File: config.mk
export PLATFORM = sky130hd
export DESIGN_NAME = uart_flow_tx
export DESIGN_NICKNAME = d
export VERILOG_FILES = /design/src/rtl/uart_flow_tx.sv
export SDC_FILE = /design/constraint.sdc
export NUM_CORES = 1
export LEC_CHECK = 0
export ABC_AREA = 1
export ABC_CLOCK_PERIOD_IN_PS = 2600
export CAP_MARGIN = 20
export CORE_MARGIN = 10
export CORE_UTILIZATION = 23
export DETAILED_ROUTE_END_ITERATION = 10
export PLACE_DENSITY = 0.45
export SETUP_SLACK_MARGIN = 0.15
export SYNTH_ARGS = -nofsm -noshare
export SYNTH_HDL_FRONTEND = slang
export SYNTH_SLANG_ARGS = --single-unit
File: constraint.sdc
create_clock -name clk -period 2.6 [get_ports clk]
set_input_delay 0.39 -clock clk [delete_from_list [all_inputs] [get_ports clk]]
set_output_delay 0.39 -clock clk [all_outputs]
set_load 0.01 [all_outputs]
File: src/rtl/uart_flow_tx.sv
// uart_flow_tx: host-side UART transmitter with CTS flow control.
// Bytes enter over a valid/ready stream, are buffered in a small FIFO and
// are serialised LSB-first as 8N1 (8N2 with STOP_BITS=2).
// Optional macro UART_PARITY_EN: inserts one even-parity bit after the
// data bits (8E1 / 8E2).
// Timing: tx, busy and tx_led are registered copies of the FSM state, so
// the line follows the state register by one clock. Every bit, frame and
// gap therefore keeps its exact length.
module uart_flow_tx #(
  parameter int BAUD_DIV   = 434,
  parameter int FIFO_DEPTH = 8,
  parameter int STOP_BITS  = 1
) (
  input  logic                          clk,
  input  logic                          reset,
  input  logic [7:0]                    wr_data,
  input  logic                          wr_valid,
  output logic                          wr_ready,
  output logic                          tx,
  input  logic                          cts,
  output logic                          busy,
  output logic [$clog2(FIFO_DEPTH):0]   fifo_level,
  output logic                          tx_led
);

  localparam int PTR_W = $clog2(FIFO_DEPTH);
  localparam int LVL_W = PTR_W + 1;
  localparam logic [LVL_W-1:0] LVL_FULL  = LVL_W'(FIFO_DEPTH);
  localparam logic [15:0]      BIT_LOAD  = 16'(BAUD_DIV - 1);
  localparam logic [2:0]       STOP_LAST = 3'(STOP_BITS - 1);

  typedef enum logic [2:0] {
    IDLE,
    START,
    DATA,
`ifdef UART_PARITY_EN
    PARITY,
`endif
    STOP
  } state_t;

  // FIFO storage and bookkeeping
  logic [7:0]       mem [FIFO_DEPTH];
  logic [PTR_W-1:0] wr_ptr_reg;
  logic [PTR_W-1:0] rd_ptr_reg;
  logic [LVL_W-1:0] level_reg;
  logic [LVL_W-1:0] level_next;
  logic             wr_ready_reg;
  logic             push;
  logic             pop;
  logic [7:0]       head;

  // CTS synchroniser
  logic [1:0]       cts_sync_reg;
  logic             cts_s;

  // Transmit FSM and datapath
  state_t           state_reg;
  state_t           state_next;
  logic [15:0]      timer_reg;
  logic [15:0]      timer_next;
  logic [2:0]       idx_reg;
  logic [2:0]       idx_next;
  logic [7:0]       shift_reg;
  logic [7:0]       shift_next;
`ifdef UART_PARITY_EN
  logic             parity_reg;
  logic             parity_next;
`endif
  logic             bit_end;
  logic             tx_bit;
  logic             tx_reg;
  logic             busy_reg;

  // wr_ready comes from the registered level, so a full FIFO refuses a push
  // even in the cycle it pops; space appears on the following cycle.
  assign push  = wr_valid && wr_ready_reg;
  assign head  = mem[rd_ptr_reg];
  assign cts_s = cts_sync_reg[1];

  // Next FIFO occupancy from this cycle's push/pop pair
  always_comb begin
    level_next = level_reg;
    case ({push, pop})
      2'b10:   level_next = level_reg + LVL_W'(1);
      2'b01:   level_next = level_reg - LVL_W'(1);
      default: level_next = level_reg;
    endcase
  end

  // FIFO data array; no reset so it maps onto plain memory
  always_ff @(posedge clk) begin
    if (push) begin
      mem[wr_ptr_reg] <= wr_data;
    end
  end

  // FIFO pointers, level and ready flag; pointers wrap naturally at depth
  always_ff @(posedge clk) begin
    if (!reset) begin
      wr_ptr_reg   <= '0;
      rd_ptr_reg   <= '0;
      level_reg    <= '0;
      wr_ready_reg <= 1'b1;
    end else begin
      if (push) begin
        wr_ptr_reg <= wr_ptr_reg + PTR_W'(1);
      end
      if (pop) begin
        rd_ptr_reg <= rd_ptr_reg + PTR_W'(1);
      end
      level_reg    <= level_next;
      wr_ready_reg <= (level_next != LVL_FULL);
    end
  end

  // Two-flop synchroniser for the asynchronous, active-low CTS input
  always_ff @(posedge clk) begin
    if (!reset) begin
      cts_sync_reg <= 2'b11;
    end else begin
      cts_sync_reg <= {cts_sync_reg[0], cts};
    end
  end

  // FSM state, bit timer, shifter and registered line outputs
  always_ff @(posedge clk) begin
    if (!reset) begin
      state_reg  <= IDLE;
      timer_reg  <= '0;
      idx_reg    <= '0;
      shift_reg  <= '0;
`ifdef UART_PARITY_EN
      parity_reg <= 1'b0;
`endif
      tx_reg     <= 1'b1;
      busy_reg   <= 1'b0;
    end else begin
      state_reg  <= state_next;
      timer_reg  <= timer_next;
      idx_reg    <= idx_next;
      shift_reg  <= shift_next;
`ifdef UART_PARITY_EN
      parity_reg <= parity_next;
`endif
      tx_reg     <= tx_bit;
      busy_reg   <= (state_reg != IDLE);
    end
  end

  // Next-state logic: frame sequencing, bit timing and line level
  always_comb begin
    state_next  = state_reg;
    timer_next  = timer_reg;
    idx_next    = idx_reg;
    shift_next  = shift_reg;
`ifdef UART_PARITY_EN
    parity_next = parity_reg;
`endif
    pop         = 1'b0;
    tx_bit      = 1'b1;
    bit_end     = (timer_reg == 16'd0);

    case (state_reg)
      IDLE: begin
        tx_bit = 1'b1;
        if ((level_reg != '0) && !cts_s) begin
          pop         = 1'b1;
          shift_next  = head;
`ifdef UART_PARITY_EN
          parity_next = ^head;
`endif
          timer_next  = BIT_LOAD;
          state_next  = START;
        end
      end

      START: begin
        tx_bit = 1'b0;
        if (bit_end) begin
          timer_next = BIT_LOAD;
          idx_next   = 3'd0;
          state_next = DATA;
        end else begin
          timer_next = timer_reg - 16'd1;
        end
      end

      DATA: begin
        tx_bit = shift_reg[0];
        if (bit_end) begin
          timer_next = BIT_LOAD;
          shift_next = {1'b0, shift_reg[7:1]};
          if (idx_reg == 3'd7) begin
            idx_next   = 3'd0;
`ifdef UART_PARITY_EN
            state_next = PARITY;
`else
            state_next = STOP;
`endif
          end else begin
            idx_next = idx_reg + 3'd1;
          end
        end else begin
          timer_next = timer_reg - 16'd1;
        end
      end

`ifdef UART_PARITY_EN
      PARITY: begin
        tx_bit = parity_reg;
        if (bit_end) begin
          timer_next = BIT_LOAD;
          idx_next   = 3'd0;
          state_next = STOP;
        end else begin
          timer_next = timer_reg - 16'd1;
        end
      end
`endif

      STOP: begin
        // idx counts stop bits here
        tx_bit = 1'b1;
        if (bit_end) begin
          if (idx_reg == STOP_LAST) begin
            idx_next   = 3'd0;
            state_next = IDLE;
          end else begin
            idx_next   = idx_reg + 3'd1;
            timer_next = BIT_LOAD;
          end
        end else begin
          timer_next = timer_reg - 16'd1;
        end
      end

      default: begin
        state_next = IDLE;
      end
    endcase
  end

  assign tx         = tx_reg;
  assign busy       = busy_reg;
  assign tx_led     = busy_reg;
  assign wr_ready   = wr_ready_reg;
  assign fifo_level = level_reg;

endmodule

Word-level counts from Yosys, hierarchy flattened. Memory sizes are Yosys's and may differ from the RTL's. A register that Yosys moved wholly into a read port is not among the register bits. Cells that the tools add are included.

Register bits: 45. Bits in writable memories: 64. Input bits: 12. Output and inout bits: 8. Logic and storage cells: 77. Memories: 1.

Memories: mem (words 8, bits a word 8, read ports 1, clocked after Yosys merged registers in 1, wr ports 1, line 43) `logic [7:0] mem [FIFO_DEPTH];`.

Add/subtract/negate cells: 6. Equal/unequal tests: 14. Mux-type cells: 29. Reductions and logical operators: 16.

Operators with widths (count): 16-bit two-way mux (4); 16-bit one-hot mux with 3 select lines (1); 3-bit two-way mux (13); 16-bit logical NOT (1); 8-bit two-way mux (2); 8-bit one-hot mux with 2 select lines (1); 16-bit by 1-bit subtractor with 16-bit output (second input constant) (1); 2-bit != test (second input constant) (6); 3-bit one-hot mux with 4 select lines (1); 3-bit by 1-bit adder with 3-bit output (second input constant) (3); 3-bit one-hot mux with 3 select lines (1); 3-bit nonzero test (3); 4-bit one-hot mux with 2 select lines (1); 3-bit by 2-bit == test with 1-bit output (second input constant) (2); 3-bit logical NOT (2); 3-bit AND reduction (2); 6-bit AND reduction (1); 4-bit by 1-bit adder with 4-bit output (second input constant) (1); 1-bit two-way mux (4); 4-bit != test (second input constant) (1); 4-bit AND reduction (1); 4-bit nonzero test (1); 4-bit by 1-bit subtractor with 4-bit output (second input constant) (1); 3-bit by 1-bit == test with 1-bit output (second input constant) (1); 9 further kinds (10).

Depth between registers and ports, before layout.
Depth after elaboration: 7. Mapped depth: 15. Mapped depth without buffers: 15.

Least setup slack after synthesis. Ideal clock, no wire load.

Kind: register -> register. Start point: register state_reg[0]. End point: register wr_ready_reg, in the netlist wr_ready. Setup time: 0.128 ns. Arrival time: 2.058 ns. Required time: 2.472 ns. Slack: 0.415 ns. Stages on the path, launching flop included: 15. Buffers on the path: 0. Period minus slack after synthesis: 2.185 ns. Cell sequence: dfxtp_1 > inv_1 > ha_1 > inv_1 > nor2_1 > ha_1 > nand2_1 > inv_1 > nor2_1 > ha_1 > a21oi_1 > xor2_1 > o21ai_0 > nor2_1 > nand3_1.

Longest elaborated chain between the ends: 5. Elaborated cells on any way between the ends: 6. Those cells by class: eq/ne: 3; mux: 2; reduce/logical: 1.

Ends and longest elaborated chain: from (decl) (line 58) `state_t state_reg;`; from (signal assigned) (line 139) `state_reg <= state_next;`; 3-bit logical NOT (*) (line 164) `case (state_reg)`; 1-bit two-way mux (*) (line 164); 2-bit by 1-bit == test with 1-bit output or 2-bit == test (tied branches) (line 84) `case ({push, pop})`; 4-bit one-hot mux with 2 select lines (*) (line 84); 4-bit != test (*) (line 113) `wr_ready_reg <= (level_next != LVL_FULL);`; to (signal assigned) (line 113); to (decl) (line 48) `logic wr_ready_reg;`.

Mark *: on every way between the ends. The rest lies on a longest branch, timed or not. A chain may end at the register's enable or synchronous reset.

Final worst setup path. Ends and elaborated chain as after synthesis.

==> out/results.env <==
YOSYSTOPAREACELLSHARE_PCT=37.0
RELATIVE_MAX_TRANSITION_MARGIN_PCT=57.2
SYNTH_AREA_LEADER_CELL='sky130_fd_sc_hd__edfxtp_1'
TRITONCTS.NUM_BUFFERS=9
CLOCK_SINK_COUNT=111
SLEW_VIOLATIONS=0
SYNTH.MOST_COMMON_CELL='sky130_fd_sc_hd__nand2_1'
MET2_USAGE_PCT=14.0
WORST_PIN_SLEW_PS=641
VIAS_IN_THE_FIRST_GLOBAL_ROUTE=3646
ROUTE.ANTENNA.REMAINING_NETS=0
POWER.IR.VDD_WORST_mV=0.453
POSTCTSSETUPBUFFERS=0
CRITPATHCAPTURETYPE='flip-flop'
DETAIL_ROUTE.ITER0.VIOLATIONS=192
NUMBER_OF_FLIP_FLOPS_IN_THE_LARGEST_REGISTER=64
ROWS=54
HTREE_NUM_LEVELS=3
SKEW_PS=13.2
SYNTH.CELLS.MOST_FREQUENT='sky130_fd_sc_hd__nand2_1 (169), sky130_fd_sc_hd__nor2_1 (65), sky130_fd_sc_hd__edfxtp_1 (64), sky130_fd_sc_hd__nand3_1 (58), sky130_fd_sc_hd__inv_1 (48)'
PLACEABLECOREAREA_UM2=22000
INITIAL_CELL_DENSITY_OF_THE_CORE_PCT=23.6
CRITICAL_PATH_PEAK_FANOUT=5
YS_ASYNC_SR_FRACTION_PCT=0
CLOCK_LATENCY_PS=360
IO_BUFFER_COUNT=19
ARRIVAL_TIME_AT_THE_WORST_ENDPOINT_PS=2380
SYNTH_FLOP_CELL='sky130_fd_sc_hd__edfxtp_1'
POST-ROUTE-DRC-COUNT=0
VIAS=3735
POST_SYNTH_INSTANCE_AREA_UM2=5190
IO-PIN-COUNT=20
POSTLAYOUTCOREUTIL_PCT=27.7
MAXCLOCKFREQUENCY_GHz=0.468
WORST_HOLD_PATH_TYPE='reg -> reg'
POWER.DENSITY_CELL_AREA_nW_PER_UM2=921
POST-ROUTE-PERIOD-UTIL_PCT=82.3
GP_CONGESTION=0.778
GLOBALROUTE.BUSIESTLAYER='met2'
DIE_W_UM=170
ROUTE.DETAILED.WL_PER_INST_UM=13.1
GRTUSAGEMET3_PCT=1.62
FINAL-SETUP-VIOL-COUNT=0
TRITONCTS='built'
SETUP.WORST_PATH.START_CLASS='flip-flop'
DRV_CAP=0
POSTSYNTHCELLCOUNT=591
POWER.LEAKAGE_nW=2.43
DIE_HEIGHT_UM=170
SYNTH_SEQ_AREA_SHARE_PCT=55.2
GR-TOTAL-OVERFLOW=0
FINALSETUPTNS_PS=0
LAYOUT-DRIVE-GT1-SHARE_PCT=10.1
MET1_USAGE_PCT=11.1
NNETSFINAL=649
DRTPASS1ITERATIONS=4
AREA.GROWTH.SYNTH_TO_FINAL_PCT=17.4
PIN_COUNT_OF_THE_BIGGEST_NET_ENTERING_GLOBAL_ROUTING=33
TIMING.CRITICAL_PATH.REQUIRED_PS=2840
HOLD_VIOL=0
TOTALWIRELENGTH_MM=11.8
MIN_PERIOD_PS=2140
SYNTH_EDF_COUNT=64
DP_HPWL_MM=8.07
DRT-VIAS-PER-INSTANCE=4.12
GRT_FIRST_PASS_WIRELENGTH_MM=19.6
CLKTRANSATPATHREGS_PS=80
SYNTH_WARNINGS=0
TIMING_WORST_SETUP_PATH_TYPE='reg -> reg'
DIEAREA_UM2=29000
NET_COUNT_AFTER_SYNTHESIS=619
SYNTH.FF_LATCH_COUNT=111
NUM_ANTENNA_CELLS=0
ANTENNA_FOUND_INITIAL=0
CLK_PATH_BUF_DEPTH=2
RUN_STATUS='finished clean'
UNREPAIRED_SETUP_ENDPOINTS_AFTER_GLOBAL_ROUTING='no'
YS_TYPES=36
CTS_ROOT_BUF='sky130_fd_sc_hd__clkbuf_16'
GRT_USAGE_PCT=8.61
SYNTH_AREA_LEADERS='sky130_fd_sc_hd__edfxtp_1 (37%), sky130_fd_sc_hd__dfxtp_1 (18%), sky130_fd_sc_hd__nand2_1 (12%), sky130_fd_sc_hd__nand3_1 (5.6%), sky130_fd_sc_hd__nor2_1 (4.7%)'
AVGSYNTHCELLAREA_UM2=8.78
## stage by stage
step / cells / power [mW] / instance area [um^2] / hold slack, ps / worst slack [ps]
2_1_floorplan: 591 / 3.75 / 5190 / 393 / 415
3_3_place_gp: 890 / 4.23 / 5770 / 409 / 312
3_5_place_dp: 890 / 4.23 / 5770 / 409 / 308
4_1_cts: 906 / 5.71 / 6090 / 426 / 411
5_1_grt: 906 / 6.11 / 6090 / 432 / 154
6_report: 906 / 5.61 / 6090 / 420 / 461
## cell usage in the layout, fill, tap and decap left out, types with 6 or more instances in the layout
cell,instances
sky130_fd_sc_hd__nor2_1,65
sky130_fd_sc_hd__edfxtp_1,64
sky130_fd_sc_hd__dfxtp_1,47
sky130_fd_sc_hd__clkdlybuf4s50_1,19
sky130_fd_sc_hd__inv_1,48
sky130_fd_sc_hd__o21ai_0,27
sky130_fd_sc_hd__nand2_1,169
sky130_fd_sc_hd__a21oi_1,28
sky130_fd_sc_hd__clkbuf_16,9
sky130_fd_sc_hd__ha_1,15
sky130_fd_sc_hd__buf_4,18
sky130_fd_sc_hd__nand3_1,58
sky130_fd_sc_hd__nand2_2,6
## worst paths after layout
path / start / to / slack [ps] / cells after the start
worst max-delay path: state_reg[0] / wr_ready / 460 / 14
worst min-delay path: cts_sync_reg[0] / cts_sync_reg[1] / 420 / 1
worst max register to register: state_reg[0] / wr_ready / 460 / 14
worst min register to register: cts_sync_reg[0] / cts_sync_reg[1] / 420 / 1
## critical path: stages, from the launching register on
cell and delay (ps):
sky130_fd_sc_hd__dfxtp_1 370, sky130_fd_sc_hd__inv_1 120, sky130_fd_sc_hd__ha_1 180, sky130_fd_sc_hd__inv_1 40, sky130_fd_sc_hd__nor2_1 160, sky130_fd_sc_hd__ha_2 250, sky130_fd_sc_hd__nand2_1 60, sky130_fd_sc_hd__inv_1 70
sky130_fd_sc_hd__nor2_1 50, sky130_fd_sc_hd__ha_1 170, sky130_fd_sc_hd__a21oi_1 140, sky130_fd_sc_hd__xor2_1 150, sky130_fd_sc_hd__o21ai_0 100, sky130_fd_sc_hd__nor2_1 90, sky130_fd_sc_hd__nand3_1 70
## layer usage
metal	routed length (um)	share of wire [%]
met1	5750	49
met2	5620	47
met3	298	2.5
met4	176	1.5
met5	0	0
## logic make-up (layout without fill, tap and decap cells)
kind of cell | count (synthesis) | after routing | share of synthesized area [%]
xor+xnor | 4 | 4 | 0.675
flops | 111 | 111 | 55.2
simple gates | 326 | 326 | 28.0
compound gates | 63 | 63 | 6.53
buf+inv | 70 | 105 | 5.62
fa+ha+maj | 16 | 16 | 3.86
mux | 1 | 1 | 0.193
## cell type report
class                           instances  area (um^2)
Clock inverter                          7         96.3
Clock buffer                            9          225
Sequential cell                       111         2860
Inverter                               52          195
Fill cell                            2385        15900
Multi-Input combinational cell        410         2040
Tap cell                              280          350
Timing Repair Buffer                   37          325
## power breakdown
| part | leakage [nW] | switching [mW] | internal [mW] |
|---|---|---|---|
| Sequential | 0.964 | 0.166 | 2.04 |
| Combinational | 1.31 | 1.27 | 0.672 |
| Clock | 0.156 | 0.757 | 0.707 |
| Total | 2.43 | 2.19 | 3.42 |
## what timing repair did
action                     CTS  global route
gates resized for setup      0             1
hold buffers                 0             0
setup endpoints to repair    0             1
hold endpoints to repair     0             0
Power figures use the tool's default switching activity.
